===== src/rtl/leaf_stream_pkg.sv =====
// rtl/leaf_stream_pkg.sv - shared field layout, state type and packet packing for the leaf stream sender
package leaf_stream_pkg;

    localparam int PAYLOAD_BITS  = 32;
    localparam int NUM_LEAF_BITS = 5;
    localparam int NUM_PORT_BITS = 4;
    localparam int NUM_ADDR_BITS = 7;
    localparam int PACKET_BITS   = 1 + NUM_LEAF_BITS + NUM_PORT_BITS + NUM_ADDR_BITS + PAYLOAD_BITS;

    // Field offsets, MSB->LSB: valid | leaf | port | addr | payload
    localparam int PAYLOAD_LSB = 0;
    localparam int ADDR_LSB    = PAYLOAD_LSB + PAYLOAD_BITS;
    localparam int PORT_LSB    = ADDR_LSB + NUM_ADDR_BITS;
    localparam int LEAF_LSB    = PORT_LSB + NUM_PORT_BITS;
    localparam int VALID_BIT   = LEAF_LSB + NUM_LEAF_BITS;

    localparam logic [NUM_PORT_BITS-1:0] CREDIT_PORT_DEFAULT = '0;

    typedef enum logic {
        TX_IDLE = 1'b0,
        TX_SEND = 1'b1
    } tx_state_t;

    function automatic logic [PACKET_BITS-1:0] pack_packet(
        input logic [NUM_LEAF_BITS-1:0] leaf,
        input logic [NUM_PORT_BITS-1:0] port,
        input logic [NUM_ADDR_BITS-1:0] addr,
        input logic [PAYLOAD_BITS-1:0]  payload
    );
        return {1'b1, leaf, port, addr, payload};
    endfunction

endpackage


===== src/rtl/leaf_stream_tx_fifo.sv =====
// rtl/leaf_stream_tx_fifo.sv - small synchronous staging FIFO with combinational head
module leaf_stream_tx_fifo #(
    parameter int WIDTH = 32,
    parameter int DEPTH = 4
) (
    input  logic                     clk,
    input  logic                     reset,
    input  logic                     push,
    input  logic [WIDTH-1:0]         push_data,
    input  logic                     pop,
    output logic [WIDTH-1:0]         head,
    output logic                     full,
    output logic                     empty,
    output logic [$clog2(DEPTH):0]   count
);

    localparam int AW = $clog2(DEPTH);
    localparam logic [AW:0] FULL_COUNT = (AW+1)'(DEPTH);

    logic [WIDTH-1:0] mem [DEPTH];
    logic [AW-1:0]    wr_ptr;
    logic [AW-1:0]    rd_ptr;
    logic [AW:0]      cnt;
    logic             do_push;
    logic             do_pop;

    assign full    = (cnt == FULL_COUNT);
    assign empty   = (cnt == '0);
    assign count   = cnt;
    assign head    = mem[rd_ptr];
    assign do_push = push && !full;
    assign do_pop  = pop && !empty;

    // Storage array; contents need no reset because count gates visibility
    always_ff @(posedge clk) begin
        if (do_push) begin
            mem[wr_ptr] <= push_data;
        end
    end

    // Pointers and occupancy; depth is a power of two so pointers wrap naturally
    always_ff @(posedge clk or posedge reset) begin
        if (reset) begin
            wr_ptr <= '0;
            rd_ptr <= '0;
            cnt    <= '0;
        end else begin
            if (do_push) begin
                wr_ptr <= wr_ptr + 1'b1;
            end
            if (do_pop) begin
                rd_ptr <= rd_ptr + 1'b1;
            end
            case ({do_push, do_pop})
                2'b10:   cnt <= cnt + 1'b1;
                2'b01:   cnt <= cnt - 1'b1;
                default: cnt <= cnt;
            endcase
        end
    end

endmodule


===== src/rtl/leaf_stream_tx.sv =====
// rtl/leaf_stream_tx.sv - credit-based sender leaf packing a user stream into BFT packets; optional LEAF_STREAM_TX_STATS_EN counters
module leaf_stream_tx
    import leaf_stream_pkg::*;
#(
    parameter int PACKET_BITS        = 49,
    parameter int PAYLOAD_BITS       = 32,
    parameter int NUM_LEAF_BITS      = 5,
    parameter int NUM_PORT_BITS      = 4,
    parameter int NUM_ADDR_BITS      = 7,
    parameter int NUM_BRAM_ADDR_BITS = 7,
    parameter logic [NUM_PORT_BITS-1:0] CREDIT_PORT = CREDIT_PORT_DEFAULT,
    parameter int FIFO_DEPTH         = 4
) (
    input  logic                          clk,
    input  logic                          reset,
    input  logic [NUM_LEAF_BITS-1:0]      dest_leaf,
    input  logic [NUM_PORT_BITS-1:0]      dest_port,
    input  logic [PAYLOAD_BITS-1:0]       din_leaf_user2interface,
    input  logic                          vld_user2interface,
    output logic                          ack_interface2user,
    input  logic [PACKET_BITS-1:0]        din_leaf_bft2interface,
    output logic [PACKET_BITS-1:0]        dout_leaf_interface2bft,
    input  logic                          resend,
    output logic [NUM_BRAM_ADDR_BITS:0]   credit_avail,
    output logic                          credit_err
`ifdef LEAF_STREAM_TX_STATS_EN
    ,
    output logic [31:0]                   pkt_cnt,
    output logic [31:0]                   stall_cnt
`endif
);

    localparam int CREDIT_W = NUM_BRAM_ADDR_BITS + 1;
    localparam logic [CREDIT_W:0] CREDIT_MAX = (CREDIT_W+1)'(2**NUM_BRAM_ADDR_BITS);

    tx_state_t                    state_q, state_d;
    logic [PACKET_BITS-1:0]       dout_q, dout_d;
    logic [NUM_ADDR_BITS-1:0]     wr_addr_q, wr_addr_d;
    logic [CREDIT_W-1:0]          credit_q, credit_d;
    logic                         err_q, err_d;

    logic                         fifo_full;
    logic                         fifo_empty;
    logic [PAYLOAD_BITS-1:0]      fifo_head;
    logic [$clog2(FIFO_DEPTH):0]  fifo_count;
    logic                         fifo_push;
    logic                         fifo_pop;
    logic                         can_send;

    logic                         ret_valid;
    logic [CREDIT_W-1:0]          ret_amount;
    logic [CREDIT_W:0]            credit_sum;
    logic                         unused_din_bits;

    // Accept is driven from registered FIFO state only, so a full FIFO
    // refuses data even in a cycle where it also pops.
    assign ack_interface2user = !fifo_full;
    assign fifo_push          = vld_user2interface && ack_interface2user;
    assign can_send           = !fifo_empty && (credit_q != '0);

    // A credit return is any valid packet addressed to the credit port;
    // the returned count lives in the low payload bits.
    assign ret_valid  = din_leaf_bft2interface[VALID_BIT]
                        && (din_leaf_bft2interface[PORT_LSB +: NUM_PORT_BITS] == CREDIT_PORT);
    assign ret_amount = ret_valid ? din_leaf_bft2interface[CREDIT_W-1:0] : '0;

    assign unused_din_bits = ^{din_leaf_bft2interface[VALID_BIT-1:LEAF_LSB],
                               din_leaf_bft2interface[PORT_LSB-1:CREDIT_W]};

    assign dout_leaf_interface2bft = resend ? '0 : dout_q;
    assign credit_avail            = credit_q;
    assign credit_err              = err_q;

    leaf_stream_tx_fifo #(
        .WIDTH (PAYLOAD_BITS),
        .DEPTH (FIFO_DEPTH)
    ) u_fifo (
        .clk       (clk),
        .reset     (reset),
        .push      (fifo_push),
        .push_data (din_leaf_user2interface),
        .pop       (fifo_pop),
        .head      (fifo_head),
        .full      (fifo_full),
        .empty     (fifo_empty),
        .count     (fifo_count)
    );

    // Output FSM: resend freezes the held packet; otherwise load the next
    // packet when data and credit exist, else go idle with a zero word.
    always_comb begin
        state_d   = state_q;
        dout_d    = dout_q;
        wr_addr_d = wr_addr_q;
        fifo_pop  = 1'b0;
        if (!resend) begin
            if (can_send) begin
                dout_d    = pack_packet(dest_leaf, dest_port, wr_addr_q, fifo_head);
                wr_addr_d = wr_addr_q + 1'b1;
                fifo_pop  = 1'b1;
                state_d   = TX_SEND;
            end else begin
                dout_d  = '0;
                state_d = TX_IDLE;
            end
        end
    end

    // Credit update: a dispatch and a return may land on the same edge;
    // overflow past the remote buffer depth clamps and flags an error.
    always_comb begin
        credit_sum = {1'b0, credit_q} + {1'b0, ret_amount} - {{CREDIT_W{1'b0}}, fifo_pop};
        credit_d   = credit_sum[CREDIT_W-1:0];
        err_d      = err_q;
        if (credit_sum > CREDIT_MAX) begin
            credit_d = CREDIT_MAX[CREDIT_W-1:0];
            err_d    = 1'b1;
        end
    end

    // State, output register, sequence address and credit registers
    always_ff @(posedge clk or posedge reset) begin
        if (reset) begin
            state_q   <= TX_IDLE;
            dout_q    <= '0;
            wr_addr_q <= '0;
            credit_q  <= CREDIT_MAX[CREDIT_W-1:0];
            err_q     <= 1'b0;
        end else begin
            state_q   <= state_d;
            dout_q    <= dout_d;
            wr_addr_q <= wr_addr_d;
            credit_q  <= credit_d;
            err_q     <= err_d;
        end
    end

`ifdef LEAF_STREAM_TX_STATS_EN
    // Issue and credit-starvation counters, free-running with wrap
    always_ff @(posedge clk or posedge reset) begin
        if (reset) begin
            pkt_cnt   <= '0;
            stall_cnt <= '0;
        end else begin
            if (fifo_pop) begin
                pkt_cnt <= pkt_cnt + 1'b1;
            end
            if ((fifo_count != '0) && (credit_q == '0)) begin
                stall_cnt <= stall_cnt + 1'b1;
            end
        end
    end
`else
    logic unused_fifo_count;
    assign unused_fifo_count = ^fifo_count;
`endif

endmodule

===== config.mk =====
export PLATFORM = sky130hd
export DESIGN_NAME = leaf_stream_tx
export DESIGN_NICKNAME = d
export VERILOG_FILES = /design/src/rtl/leaf_stream_pkg.sv /design/src/rtl/leaf_stream_tx_fifo.sv /design/src/rtl/leaf_stream_tx.sv
export SDC_FILE = /design/constraint.sdc
export NUM_CORES = 1
export LEC_CHECK = 0
export CORE_MARGIN = 2
export CORE_UTILIZATION = 45
export CTS_CLUSTER_SIZE = 25
export DETAILED_ROUTE_END_ITERATION = 8
export HOLD_SLACK_MARGIN = 0.03
export PLACE_DENSITY = 0.7
export SLEW_MARGIN = 20
export SYNTH_ARGS = -nofsm -noshare
export SYNTH_HDL_FRONTEND = slang
export SYNTH_HIERARCHICAL = 1
export SYNTH_SLANG_ARGS = --single-unit

===== constraint.sdc =====
create_clock -name clk -period 10.21 [get_ports clk]
set_clock_uncertainty 0.15 [all_clocks]
set_input_delay 2.042 -clock clk [delete_from_list [all_inputs] [get_ports clk]]
set_output_delay 2.042 -clock clk [all_outputs]
set_load 0.1 [all_outputs]

* Word level (Yosys, flattened, before mapping)
Memories as Yosys holds them, arrays and structs flattened. Cells that the tools add are included. Widths: inputs -> output; s select.
Word-level totals: register bits 72, bits in latches 0, RAM bits 128, ROM bits 0, bits of input ports 94, output and inout bits 59, logic and storage cells 41, memories kept 1
Memory list:
- u_fifo.mem | depth 4, width 32, rd ports 1, clocked after Yosys merged registers in 0, write ports 1, RTL line leaf_stream_tx_fifo.sv:20 | logic [WIDTH-1:0] mem [DEPTH];
Operators by class: add/subtract/negate cells 7, multiply operators 0, div/mod/pow operators 0, magnitude comparators 1, equality and inequality tests 3, shift operators 0, multiplexer cells 9, bitwise gates (word level) 1, reduce and logical (&&, ||, !) cells 12
Operator list (number):
- $mux 49 | 2
- $mux 8 | 2
- $add 8x8->9 | 1
- $gt 9x8->1 const B | 1
- $sub 9x1->9 | 1
- $reduce_bool 8->1 | 1
- $add 7x1->7 const B | 1
- $pmux 3 s2 | 1
- $logic_and 1x1->1 | 5
- $add 2x1->2 const B | 2
- $logic_not 4->1 | 1
- $mux 1 | 4
- $add 3x1->3 const B | 1
- $eq 3x3->1 const B | 1
- $logic_not 3->1 | 1
- $sub 3x1->3 const B | 1
- $eq 2x1->1 const B | 1
- $eq 2x2->1 const B | 1
- $logic_not 1->1 | 2
- $reduce_and 2->1 | 1
- $reduce_bool 2->1 | 1
- $not 1->1 | 1

* Logic depth before layout (Yosys ltp)
Gate-level depths: netlist of the first run.
depth in word-level cells 8, mapped depth 15

* Modules after synthesis
The synthesis of the first run kept the hierarchy.
By module, submodules not included:
- leaf_stream_tx_fifo | times used 1, cells each 206, area each 5094.9 µm²
- leaf_stream_tx | times used 1, cells each 302, area each 3251.9 µm²

* Least setup slack after synthesis of the first run
OpenSTA, ideal clock, no wires.
path kind in2out, start input resend, end output dout_leaf_interface2bft[10], arrival time 3772 ps, slack 4246 ps, stages 3, path buffers 2, path through clkbuf_1 -> buf_1 -> nor2b_1
Between the ends: cells in the longest elaborated chain, start to end 1
Ends and longest elaborated chain:
- start, declared | RTL line leaf_stream_tx.sv:23 | input logic resend,
- $mux 49 | RTL line leaf_stream_tx.sv:70 | assign dout_leaf_interface2bft = resend ? '0 : dout_q;
- end, declared | RTL line leaf_stream_tx.sv:22 | output logic [PACKET_BITS-1:0] dout_leaf_interface2bft,
No other way between the ends.

* Worst setup path in the final report of the first run
start input resend, end output dout_leaf_interface2bft[14]
The elaborated chain is that of the path after synthesis.

==> flow_summary_export.csv, run 1 <==
group,metric,value,unit
place,dpl_cell_area,9669,um^2
clock_tree,cts_root_buf,"clkbuf_16",
global_route,grt_pass1_wl,25670,um
setup_path,crit_path_cell_trace,"buf_4, nor2b_1, clkdlybuf4s50_1",
clock_tree,clk_pin_slew,0.06,ns
worst_hold_path,min_path_type,"register to register",
pwr,p_leak,3.884,nW
floorplan,start_util,46.15,%
floorplan,chipWidth,140.2,um
place,dp_cells,830,
timing,worst_pin_slew,1.037,ns
clock_tree,cts.repair.resized,0,
setup_path,cp_max_fo,99,
yosys,ys_seq_area_share,67.65,%
layout,instances_no_fill,861,
routing,avgRoutedWirePerCell,18.49,um
routing,first_iter_violations,277,
place,port_buffers,116,
setup_path,path_delay_family,"buffers and inverters",
routing,dr.pass1.iters,4,
clock_tree,htree_levels,4,
yosys,syn_avg_cell_area,16.43,um^2
floorplan,die_y,140.2,um
floorplan,ios,153,
yosys,async_flop_share,36.00,%
setup_path,ff2ff_path_depth,13,
floorplan,die_area,19650,um^2
floorplan,core_area,18090,um^2
status,status,"finished clean",
pwr,ir_drop,0.1809,mV
layout,num-fill-cells,1414,
worst_hold_path,whs_endpoint,"dout_q[48]",
setup_path,arrival,4.08,ns
yosys,synth_cell_types,45,
clock_tree,clk_latency,0.43,ns
clock_tree,cts_buffer_depth,2,
layout,nets,738,
timing,min_period,6.269,ns
timing,relSlewSlack,30.88,%
setup_path,r2r-end,"credit_err",
routing,routed_wirelength,15920,um
place,hpwl,9576,um
global_route,grt_overflow,0,
setup_path,cp-end-kind,"output port",
yosys,syn_area,8347,um^2
timing,clock.fmax,159.5,MHz
timing,slew_violations,0,
routing,drc,0,
job,max_cap_viol_count,0,
floorplan,core.rowCount,49,
yosys,synth_cells,508,
yosys,synth_edf_count,128,
layout,area_growth,23.46,%
timing,rsz0062_at_grt,"no",
global_route,grt_max_degree,100,
setup_path,start_kind,"input pin",
layout,finalInstanceArea,10300,um^2
timing,setup_tns,0,ns
setup_path,rr_startpoint,"credit_avail[3]",
layout,drive_above_1_share,12.50,%
routing,viasPerCell,5.326,
global_route,grt_pass1_vias,4887,
clock_tree,clock_sinks,200,
setup_path,critical_path.max_stage_delay,1.03,ns
clock_tree,post_cts_buffers,0,
timing,setup_viol,0,
setup_path,worstPathRequired,8.02,ns
global_route,grt_usage,17.01,%
timing,finalHoldViolations,0,
worst_hold_path,holdPathStages,1,
setup_path,r2r_slack,6.11,ns
place,gp_congestion,0.7695,
yosys,ys_ff_latch,200,
yosys,yosys_warnings,6,
routing,ant_nets,0,
clock_tree,cts_tree,"yes",
yosys,syn_nets,626,
routing,via_count,4586,
setup_path,slowest_stage,"clkdlybuf4s50_1",
pwr,power_density,319.7,nW/um^2
pwr,p_total,3.294,mW
timing,fin_crit_sh,61.40,%
global_route,grt_antenna_before_repair,0,
layout,num_antenna_cells,0,
worst_hold_path,hp-start,"dout_q[48]",
clock_tree,postCtsHoldBufs,0,
setup_path,worst-path-buf-inv,2,
setup_path,crit_type,"input pin to output port",
clock_tree,cts_buffers,17,
yosys,ys.flop_type,"edfxtp_1",
## layout make-up
class,count,area [um^2],area share [%]
Sequential cell,200,5649,54.82
Inverter,35,131.4,1.275
Multi-Input combinational cell,247,2421,23.49
Clock buffer,18,439.2,4.262
Timing Repair Buffer,119,1181,11.46
Tap cell,229,286.5,2.780
Clock inverter,13,196.4,1.906
## placed cells by master (no fill, tap or decap), drive strengths merged, types with 6 or more instances in the layout
| master | count |
|---|---|
| dfrtp | 71 |
| clkbuf | 18 |
| edfxtp | 128 |
| a22o | 48 |
| nand2 | 14 |
| ha | 22 |
| nor2b | 52 |
| inv | 37 |
| a21oi | 6 |
| xnor2 | 10 |
| clkdlybuf4s50 | 115 |
| nor2 | 7 |
| xor2 | 7 |
| mux4 | 32 |
## worst register-to-register path, delay by kind of cell (launching register included)
kind / cells / cell delay [ns]
xor+xnor: 1 / 0.22
buf+inv: 2 / 0.43
fa+ha+maj: 3 / 1.05
compound gates: 3 / 0.69
flops: 1 / 0.41
simple gates: 4 / 1.03
## per-stage QoR
step,utilization [%],setup WS (ns),hold WS [ns]
2_1_floorplan,-,4.246,0.2959
3_3_place_gp,53.46,3.956,0.3040
3_5_place_dp,53.46,3.926,0.3192
4_1_cts,56.98,3.924,0.3340
5_1_grt,56.98,3.810,0.3551
6_report,56.98,3.941,0.3290
## routing by layer
metal	vias to the layer above	track usage, %	routed length, um
met4	0	4.413	171
met5	-	0	0
met3	15	4.821	861
li1	2117	-	-
met1	2334	21.83	6842
met2	120	28.77	8043
## power breakdown
part	switching, mW	internal [mW]	total [mW]
registers	0.140	1.11	1.25
logic	0.838	0.500	1.34
clock network	0.291	0.419	0.709
total	1.27	2.03	3.29
## synthesized netlist by cell type, types with 2 or more instances
master    number  area, um^2
a211oi_2       2       25.02
a21o_1         3       22.52
a21oi_1        5       25.02
a22o_1        48       420.4
and2_1         5       31.28
and3_1         2       12.51
buf_1          2       7.510
buf_12         3       60.06
buf_2          5       25.02
clkbuf_1      15       56.30
dfrtp_1       71        1777
edfxtp_1     128        3844
fa_1           2       40.04
ha_1          22       275.3
inv_1         35       131.4
mux4_1         4       105.1
mux4_2        28       630.6
nand2_1       14       52.55
nand3_1        4       20.02
nand4_1        3       18.77
nor2_1         7       26.28
nor2b_1       51       319.1
nor3_1         5       25.02
nor3b_1        3       22.52
nor3b_2        2       25.02
nor4_1         3       18.77
o31a_1         2       17.52
or2_1          2       12.51
xnor2_1       10       87.58
xor2_1         7       61.31
## sequential cells by signal, indices dropped and copies added, names as in the netlist
| name | count |
|---|---|
| u_fifo/wr_ptr | 2 |
| u_fifo/mem | 128 |
| u_fifo/count | 3 |
| wr_addr_q | 7 |
| credit_avail | 8 |
| dout_q | 49 |
| credit_err | 1 |
| u_fifo/rd_ptr | 2 |
## logic make-up after synthesis
kind of cell | after synthesis | share of synthesized area (%)
adders and majority gates | 24 | 3.778
buffers and inverters | 61 | 3.493
xor gates and xnor gates | 17 | 1.784
and+or+nand+nor | 103 | 7.180
muxes | 35 | 9.204
DFF | 200 | 67.65
AOI/OAI and AO/OA | 68 | 6.910
## worst max-delay path by stage
stage                      start                           to  slack (ns)  cells after the start
final                     resend  dout_leaf_interface2bft[14]        3.94                      3
after detailed placement  resend   dout_leaf_interface2bft[0]        3.93                      3
after global routing      resend  dout_leaf_interface2bft[14]        3.81                      3
after floorplan           resend  dout_leaf_interface2bft[10]        4.25                      3
after CTS                 resend  dout_leaf_interface2bft[14]        3.92                      3
after global placement    resend   dout_leaf_interface2bft[0]        3.96                      3
Note: power is estimated with default switching activity, not from simulation.
==> inputs of run 2 (changes only) <==
Settings changed: PLACE_DENSITY 0.7 to 0.73.
Clock period 10.21 ns to 5.1 ns, I/O delays scaled along.
==> run 2 against run 1 <==
Cell count up 0.58%. Sequential cell count unchanged. Die area is the same. Sequential share of layout area up 0.44 points. Non-clock buffer count up 4. Critical path type is now input pin to register. Highest routed layer unchanged.
==> flow_summary_export.csv, run 2 (same netlist as run 1, synthesis figures left out) <==
group,metric,value,unit
place,hpwl,10050,um
routing,dr_wl_met3,957,um
clock_tree,cts_buffers,17,
pwr,power_density,631.8,nW/um^2
clock_tree,cts.repair.resized,0,
layout,num-fill-cells,1392,
routing,ant_nets,0,
global_route,grt_max_degree,56,
clock_tree,postCtsHoldBufs,0,
place,port_buffers,116,
status,status,"finished clean",
global_route,grt_pass1_wl,26220,um
global_route,grt_overflow,0,
layout,instances_no_fill,866,
worst_hold_path,min_path_type,"register to register",
routing,viasPerCell,5.381,
layout,drive_above_1_share,16.64,%
pwr,p_total,6.459,mW
floorplan,die_y,140.2,um
setup_path,worst-path-buf-inv,2,
timing,setup_tns,0,ns
timing,fin_crit_sh,81.60,%
layout,largest_register_ffs,128,
setup_path,worstPathRequired,5.26,ns
clock_tree,clk_latency,0.43,ns
setup_path,crit_path_cell_trace,"clkdlybuf4s50_1, nor4_1, and2_1, nand2_1, ha_1, inv_1, ha_1, fa_1, a211oi_2, nor2_1, xnor2_1, nand3_1, o31a_1, or3_1",
clock_tree,cts_root_buf,"clkbuf_16",
pwr,p_leak,3.907,nW
pwr,seq_power_share,38.9,%
layout,final_common_cell,"edfxtp_1",
floorplan,core_area,18090,um^2
floorplan,start_util,46.15,%
timing,slew_violations,0,
global_route,grt_usage,17.46,%
timing,rsz0062_at_grt,"no",
timing,finalHoldViolations,0,
pwr,combPwrFrac,41.0,%
clock_tree,cts_buffer_depth,2,
routing,top_layer,"met4",
setup_path,critical_path.max_stage_delay,0.45,ns
place,dp_cells,834,
clock_tree,htree_levels,4,
layout,nets,742,
timing,clock.fmax,240.3,MHz
routing,drc,0,
routing,via_count,4660,
pwr,intPower,3.891,mW
setup_path,start_kind,"input pin",
routing,dr.pass1.iters,4,
place,gp_congestion,0.7925,
timing,relSlewSlack,33.79,%
floorplan,ios,153,
timing,timing.hold.ws,0.3300,ns
setup_path,cp_max_fo,3,
floorplan,core.rowCount,49,
clock_tree,clock_sinks,200,
layout,regMostFlops,"u_fifo/mem",
setup_path,cp_common_cell,"ha_1",
setup_path,cp-end-kind,"register",
floorplan,chipWidth,140.2,um
global_route,grt_pass1_vias,4973,
timing,setup_viol,0,
routing,route.met2.wl,8154,um
timing,min_period,4.162,ns
routing,avgRoutedWirePerCell,18.71,um
layout,area_growth,22.49,%
pwr,ir_drop,0.3903,mV
global_route,grt_antenna_before_repair,0,
routing,wl_met1,6893,um
floorplan,die_area,19650,um^2
clock_tree,post_cts_buffers,0,
setup_path,path_delay_family,"simple AND/OR/NAND/NOR gates",
clock_tree,clk_pin_slew,0.07,ns
routing,first_iter_violations,199,
layout,num_antenna_cells,0,
layout,final_cell_mix,"edfxtp_1 (128), clkdlybuf4s50_1 (92), dfrtp_1 (69), nor2b_1 (51), a22o_1 (48)",
clock_tree,cts_tree,"yes",
job,max_cap_viol_count,0,
timing,worst_pin_slew,0.9931,ns
pwr,p_switching,2.568,mW
setup_path,crit_type,"input pin to register",
pwr,clkPwrFrac,20.1,%
setup_path,arrival,4.32,ns
routing,routed_wirelength,16200,um
setup_path,slowest_stage,"fa_1",
pwr,swShare,39.76,%
## run 2: worst reg2reg max path, cell delays in order (launching register included)
cell and delay (ns):
dfrtp_1 0.40, nor4_1 0.55, a211oi_4 0.14, ha_1 0.30, inv_1 0.04, ha_1 0.21
fa_1 0.45, a211oi_2 0.33, nor2_1 0.10, xnor2_1 0.24, nand3_1 0.10, o31a_1 0.28
or3_1 0.32
## run 2: cell type report
| class | count | area, um^2 | area share (%) |
|---|---|---|---|
| clock inverter | 14 | 140.1 | 1.371 |
| sequential | 200 | 5649 | 55.26 |
| tap | 229 | 286.5 | 2.803 |
| inverter | 35 | 131.4 | 1.285 |
| timing repair buffer | 123 | 1166 | 11.41 |
| multi-input combinational | 247 | 2421 | 23.68 |
| clock buffer | 18 | 429.2 | 4.198 |
## run 2: power groups by stage
stage,logic [mW],registers (mW),clock network (mW)
after floorplan,2.11,2.52,0
after global placement,2.60,2.52,0
after detailed placement,2.66,2.56,0
after CTS,2.68,2.52,1.33
after global routing,2.84,2.57,1.40
final,2.65,2.51,1.30
## run 2: metrics by stage
stage	cell area [um^2]	worst slack [ns]	utilization, %
CTS	10220	0.9470	56.53
detailed placement	9654	0.5241	53.38
global route	10220	0.7188	56.53
floorplan	8347	0.9631	-
global placement	9654	0.6282	53.38
finish	10220	0.9385	56.53
## run 2: path summary, 6_finish.rpt
check                                      startpoint               end  slack [ns]  depth (start not counted)
setup reg to reg                      credit_avail[5]        credit_err        1.38                         12
hold reg to reg                            dout_q[48]        dout_q[48]        0.33                          1
setup / recovery           din_leaf_bft2interface[40]        credit_err        0.94                         14
hold / removal                             dout_q[48]        dout_q[48]        0.33                          1
max in group asynchronous                       reset   credit_avail[7]        2.84                          3
min in group asynchronous                       reset  u_fifo/wr_ptr[0]        0.72                          2
## run 2: metal layers
| layer | GRT usage (%) | vias up |
|---|---|---|
| met2 | 29.31 | 132 |
| li1 | - | 2137 |
| met4 | 5.529 | 0 |
| met5 | 0 | - |
| met1 | 22.39 | 2374 |
| met3 | 4.615 | 17 |
